--- config.mk ---
export PLATFORM = sky130hd
export DESIGN_NAME = port_drain_reader
export DESIGN_NICKNAME = d
export VERILOG_FILES = /design/src/rtl/port_drain_reader.sv
export SDC_FILE = /design/constraint.sdc
export NUM_CORES = 1
export LEC_CHECK = 0
export ABC_AREA = 1
export BUFFER_PORTS_ARGS = -buffer_cell sky130_fd_sc_hd__buf_2
export CAP_MARGIN = 40
export CORE_MARGIN = 5
export CORE_UTILIZATION = 40
export CTS_CLUSTER_DIAMETER = 150
export DETAILED_ROUTE_END_ITERATION = 6
export HOLD_SLACK_MARGIN = 0.05
export SYNTH_ARGS = -nofsm -noshare
export SYNTH_HDL_FRONTEND = slang
export SYNTH_SLANG_ARGS = --single-unit
--- constraint.sdc ---
create_clock -name clk -period 2.9 [get_ports clk]
set_input_delay 0 -clock clk [delete_from_list [all_inputs] [get_ports clk]]
set_output_delay 0 -clock clk [all_outputs]
set_load 0.005 [all_outputs]
--- src/rtl/port_drain_reader.sv ---
// Round-robin consumer for the switch output ports: issues rd_en strobes, captures
// each word into a small output FIFO and streams it out tagged with its source port.
module port_drain_reader #(
  parameter int unsigned NPORTS    = 4,
  parameter int unsigned LANE_W    = 16,
  parameter int unsigned OUT_DEPTH = 4,
  parameter int unsigned CNT_W     = 16
) (
  input  logic                        clk,
  input  logic                        reset,
  input  logic                        enable,
  input  logic [NPORTS-1:0]           port_mask,
  input  logic [NPORTS*LANE_W-1:0]    data_out,
  input  logic [NPORTS*LANE_W-1:0]    addr_out,
  input  logic [NPORTS-1:0]           data_rdy,
  output logic [NPORTS-1:0]           rd_en,
  output logic                        m_valid,
  input  logic                        m_ready,
  output logic [LANE_W-1:0]           m_data,
  output logic [LANE_W-1:0]           m_addr,
  output logic [$clog2(NPORTS)-1:0]   m_port,
  output logic [$clog2(OUT_DEPTH):0]  fifo_count,
  output logic [NPORTS*CNT_W-1:0]     word_cnt
);

  localparam int unsigned PW = $clog2(NPORTS);
  localparam int unsigned AW = $clog2(OUT_DEPTH);
  localparam int unsigned CW = AW + 1;
  localparam logic [CW-1:0] DepthC   = CW'(OUT_DEPTH);
  localparam logic [PW-1:0] LastInit = PW'(NPORTS - 1);

  typedef enum logic [0:0] {StIdle, StRead} state_e;

  typedef struct packed {
    logic [LANE_W-1:0] data;
    logic [LANE_W-1:0] addr;
    logic [PW-1:0]     port;
  } entry_t;

  state_e            state_q, state_d;
  logic [PW-1:0]     sel_q, sel_d;
  logic [PW-1:0]     last_q, last_d;
  logic [PW-1:0]     grant, cand;
  logic              grant_found;
  logic [NPORTS-1:0] eligible;
  logic              push, pop;

  logic [LANE_W-1:0] data_lane [NPORTS];
  logic [LANE_W-1:0] addr_lane [NPORTS];

  entry_t            mem_q [OUT_DEPTH];
  logic [AW-1:0]     wptr_q, rptr_q;
  logic [CW-1:0]     count_q;
  logic [CNT_W-1:0]  cnt_q [NPORTS];

  for (genvar i = 0; i < NPORTS; i++) begin : g_lane
    assign data_lane[i]                  = data_out[i*LANE_W +: LANE_W];
    assign addr_lane[i]                  = addr_out[i*LANE_W +: LANE_W];
    assign word_cnt[i*CNT_W +: CNT_W]    = cnt_q[i];
  end

  // Scan starts one past the last port that actually delivered a word.
  always_comb begin
    grant       = '0;
    cand        = '0;
    grant_found = 1'b0;
    eligible    = data_rdy & port_mask;
    for (int k = 1; k <= int'(NPORTS); k++) begin
      cand = PW'((int'(last_q) + k) % int'(NPORTS));
      if (!grant_found && eligible[cand]) begin
        grant       = cand;
        grant_found = 1'b1;
      end
    end
  end

  always_comb begin
    state_d = state_q;
    sel_d   = sel_q;
    last_d  = last_q;
    push    = 1'b0;
    unique case (state_q)
      StIdle: begin
        if (enable && grant_found && (count_q < DepthC)) begin
          sel_d   = grant;
          state_d = StRead;
        end
      end
      StRead: begin
        state_d = StIdle;
        if (data_rdy[sel_q]) begin
          push   = 1'b1;
          last_d = sel_q;
        end
      end
      default: state_d = StIdle;
    endcase
  end

  // Strobe comes from registered state only.
  always_comb begin
    rd_en = '0;
    if (state_q == StRead) rd_en[sel_q] = 1'b1;
  end

  always_ff @(posedge clk or negedge reset) begin
    if (!reset) begin
      state_q <= StIdle;
      sel_q   <= '0;
      last_q  <= LastInit;
    end else begin
      state_q <= state_d;
      sel_q   <= sel_d;
      last_q  <= last_d;
    end
  end

  assign m_valid    = (count_q != '0);
  assign pop        = m_valid & m_ready;
  assign m_data     = mem_q[rptr_q].data;
  assign m_addr     = mem_q[rptr_q].addr;
  assign m_port     = mem_q[rptr_q].port;
  assign fifo_count = count_q;

  always_ff @(posedge clk or negedge reset) begin
    if (!reset) begin
      wptr_q  <= '0;
      rptr_q  <= '0;
      count_q <= '0;
      for (int i = 0; i < int'(OUT_DEPTH); i++) mem_q[i] <= '0;
    end else begin
      if (push) begin
        mem_q[wptr_q] <= '{data: data_lane[sel_q], addr: addr_lane[sel_q], port: sel_q};
        wptr_q        <= wptr_q + 1'b1;
      end
      if (pop) rptr_q <= rptr_q + 1'b1;
      if (push && !pop)      count_q <= count_q + 1'b1;
      else if (pop && !push) count_q <= count_q - 1'b1;
    end
  end

  always_ff @(posedge clk or negedge reset) begin
    if (!reset) begin
      for (int i = 0; i < int'(NPORTS); i++) cnt_q[i] <= '0;
    end else if (push && (cnt_q[sel_q] != '1)) begin
      cnt_q[sel_q] <= cnt_q[sel_q] + 1'b1;
    end
  end

endmodule

==> impl_metrics.csv <==
group,metric,value,unit
power_and_ir_drop,p_clk_share,23.4,%
sta,fmax,365,MHz
floorplanning,fp.dieW,178,um
place,place_congestion,0.886,
sta,final.min_clock_period,2.74,ns
sta,finClkSkew,0.00762,ns
worst_setup_path,crit_type,"flip-flop to flip-flop",
sta,finalSetupViolCount,0,
worst_setup_path,crit_required,3.36,ns
floorplanning,rows,61,
final_layout,synthToLayoutAreaGrowth,32.5,%
routing,finalWirelength,39300,um
worst_setup_path,worst-path-buf-inv,4,
power_and_ir_drop,power.internal,8.37,mW
worst_setup_path,path_cells,"inv_2, nor2_4, buf_6, a22oi_1, dlygate4sd3_1, nand2_1, dlygate4sd3_1, nand2_1, nand2_1",
sta,slew_violations,0,
sta,hold_viol,0,
logic_synthesis,ys_ff_latch,212,
worst_setup_path,crit_family,"buffers and inverters",
power_and_ir_drop,cellLeakagePower,7.68,nW
final_layout,mostFrequentLayoutCell,"nand2_1",
worst_setup_path,cp-start-kind,"flip-flop",
global_routing,grt_overflow,0,
routing,vias,11800,
routing,viasPerCell,5.26,
place,portBuffers,245,
global_routing,grt_usage,24.4,%
floorplanning,io_pins,246,
cts,cts_setup_buffers,0,
logic_synthesis,synth_largest_area_cell,"dfrtp_1",
floorplanning,core_area,27900,sq um
sta,worstMarginPinSlew,0.785,ns
worst_setup_path,cp_common_cell,"nand2_1",
cts,clockBufferDepth,3,
logic_synthesis,netlist_instances,1513,
routing,route.detailed.drc,0,
sta,fin_crit_sh,94.5,%
logic_synthesis,synth_area_leaders,"dfrtp_1 47%, nand2_1 20%, o21ai_1 7.0%",
routing,drt_iter0_drc,939,
power_and_ir_drop,seq_power_share,30.2,%
run,maxCapViolCount,0,
power_and_ir_drop,switchingPower,5.96,mW
cts,clock_latency,0.52,ns
logic_synthesis,synth_area,11300,sq um
power_and_ir_drop,ir_drop,510,uV
logic_synthesis,syn_nets,1660,
floorplanning,die_height,178,um
cts,cts_root_buffer,"clkbuf_16",
routing,dr.pass1.iters,7,
cts,cts_tree,"yes",
sta,maxSlewHeadroom,47.7,%
logic_synthesis,yosysTopAreaCellShare,46.5,%
final_layout,final_layout_size_suffix_gt1_share,19.5,%
worst_setup_path,worstPathArrival,3.20,ns
logic_synthesis,synthDistinctLibCells,31,
worst_hold_path,hold_path_class,"primary input to async pin",
run_status,status,"completed",
logic_synthesis,avgSynthCellArea,7.47,sq um
floorplanning,fp.dieArea,31700,sq um
place,hpwl,24800,um
final_layout,final_cell_mix,"594 x nand2_1, 244 x buf_2, 209 x dfrtp_1, 157 x o21ai_1, 118 x nor2_1",
sta,rsz0062_at_grt,"no",
power_and_ir_drop,pwr_density_cell,958,nW/um^2
cts,cts-htree-levels,1,
global_routing,grt_pass1_vias,11900,
worst_setup_path,crit_fanout,24,
final_layout,nets,1991,
final_layout,post-route-util,53.7,%
logic_synthesis,synth_seq_area_share,47.0,%
sta,fin_setup_tns,0,ns
worst_setup_path,critical_path.max_stage_delay,0.65,ns
cts,cts_buffers,24,
global_routing,grt_max_degree,80,
worst_setup_path,slowest_stage,"dlygate4sd3_1",
power_and_ir_drop,swShare,41.6,%
power_and_ir_drop,pwr-share-comb,46.4,%
cts,cts_sinks,212,
global_routing,grt_pass1_wl,62300,um
routing,post_drt_wl_per_cell,17.5,um
worst_setup_path,reg2regPathDepth,9,
logic_synthesis,ys_warn_count,0,
global_routing,grt_antenna_before_repair,1,
floorplanning,initial_core_util,40.5,%
routing,drtAntennaViolNets,0,
worst_setup_path,worstSetupEndpointType,"flip-flop",
cts,clk_pin_slew,0.06,ns
worst_setup_path,cp_num_cells,9,
final_layout,num-fill-cells,2645,
[synthesized netlist by cell type, drive strengths merged]
cell	instances
mux2	1
fa	1
a22oi	58
a21oi	6
dfstp	2
clkbuf	40
nand2	598
buf	57
ha	6
nand4	6
o21ai	239
o211ai	1
xor2	11
xnor2	1
nand3	62
nor2	132
dfrtp	210
o21a	8
inv	40
o22ai	34
[per-layer routing]
metal,GRT usage (%),vias to the layer above,routed length [um]
met1,31.1,5626,16700
li1,-,5644,-
met3,3.62,102,2300
met4,8.77,0,1550
met2,42.2,418,18700
met5,0,-,0
[through the flow]
stage               std cells  setup slack [ns]  hold WS, ns  area (sq um)  power (mW)
finish                   2241             0.160       0.0900         15000        14.3
global route             2241          0.000995        0.152         15000        15.3
CTS                      2240             0.123        0.118         15000        14.4
detailed placement       2083             0.355       0.0930         12900        10.5
global placement         2083             0.403       0.0918         12900        10.3
floorplan                1513             0.548       -0.296         11300        8.07
[flip-flops by register name, summed over array words and instances (netlist names)]
name	flops
fifo_count	3
wptr_q	2
mem_q	136
word_cnt	64
state_q	1
last_q	2
sel_q	2
rptr_q	2
[area by class of cell]
type,instances,area [sq um],area share (%)
multi-input combinational,1164,5370,35.9
timing repair buffer,402,2780,18.6
inverter,40,153,1.02
antenna,1,2.50,0.0167
clock buffer,32,682,4.56
tap,378,473,3.16
clock inverter,12,196,1.31
sequential,212,5310,35.5
[power by group through the flow]
stage | registers [mW] | clock network, mW | logic, mW
floorplan | 4.21 | 0 | 3.86
global placement | 4.35 | 0 | 6.00
detailed placement | 4.38 | 0 | 6.09
CTS | 4.33 | 3.42 | 6.63
global route | 4.43 | 3.54 | 7.38
finish | 4.32 | 3.35 | 6.66
[final timing paths]
path / startpoint / end / slack, ns
max: sel_q[0] / mem_q[39] / 0.16
min: reset / mem_q[4] / 0.09
max reg2reg: sel_q[0] / mem_q[39] / 0.16
min reg2reg: mem_q[90] / mem_q[90] / 0.47
max in group asynchronous: reset / last_q[1] / 1.91
min in group clk: port_mask[2] / sel_q[1] / 0.17
[cells by family after synthesis]
family                     after synthesis  synth area share [%]
AOI/OAI and AO/OA                      346                  17.3
xor gates and xnor gates                12                 0.930
adders and majority gates                7                 0.842
buffers and inverters                  137                  5.49
DFF                                    212                  47.0
muxes                                    1                0.0997
and+or+nand+nor                        798                  28.4
[worst reg2reg max path: stages (launching register included)]
cell and delay, ns:
dfrtp_1 0.45, inv_2 0.20, nor2_4 0.19, buf_6 0.28
a22oi_1 0.11, dlygate4sd3_1 0.57, nand2_1 0.07, dlygate4sd3_1 0.65
nand2_1 0.09, nand2_1 0.07
[timing repair]
| item | in CTS | in global routing |
|---|---|---|
| hold buffers | 113 | 0 |
| setup endpoints to repair | 0 | 8 |
| hold endpoints to repair | 210 | 0 |
| gates resized for setup | 0 | 2 |
Note: power is estimated with default switching activity, not from simulation.
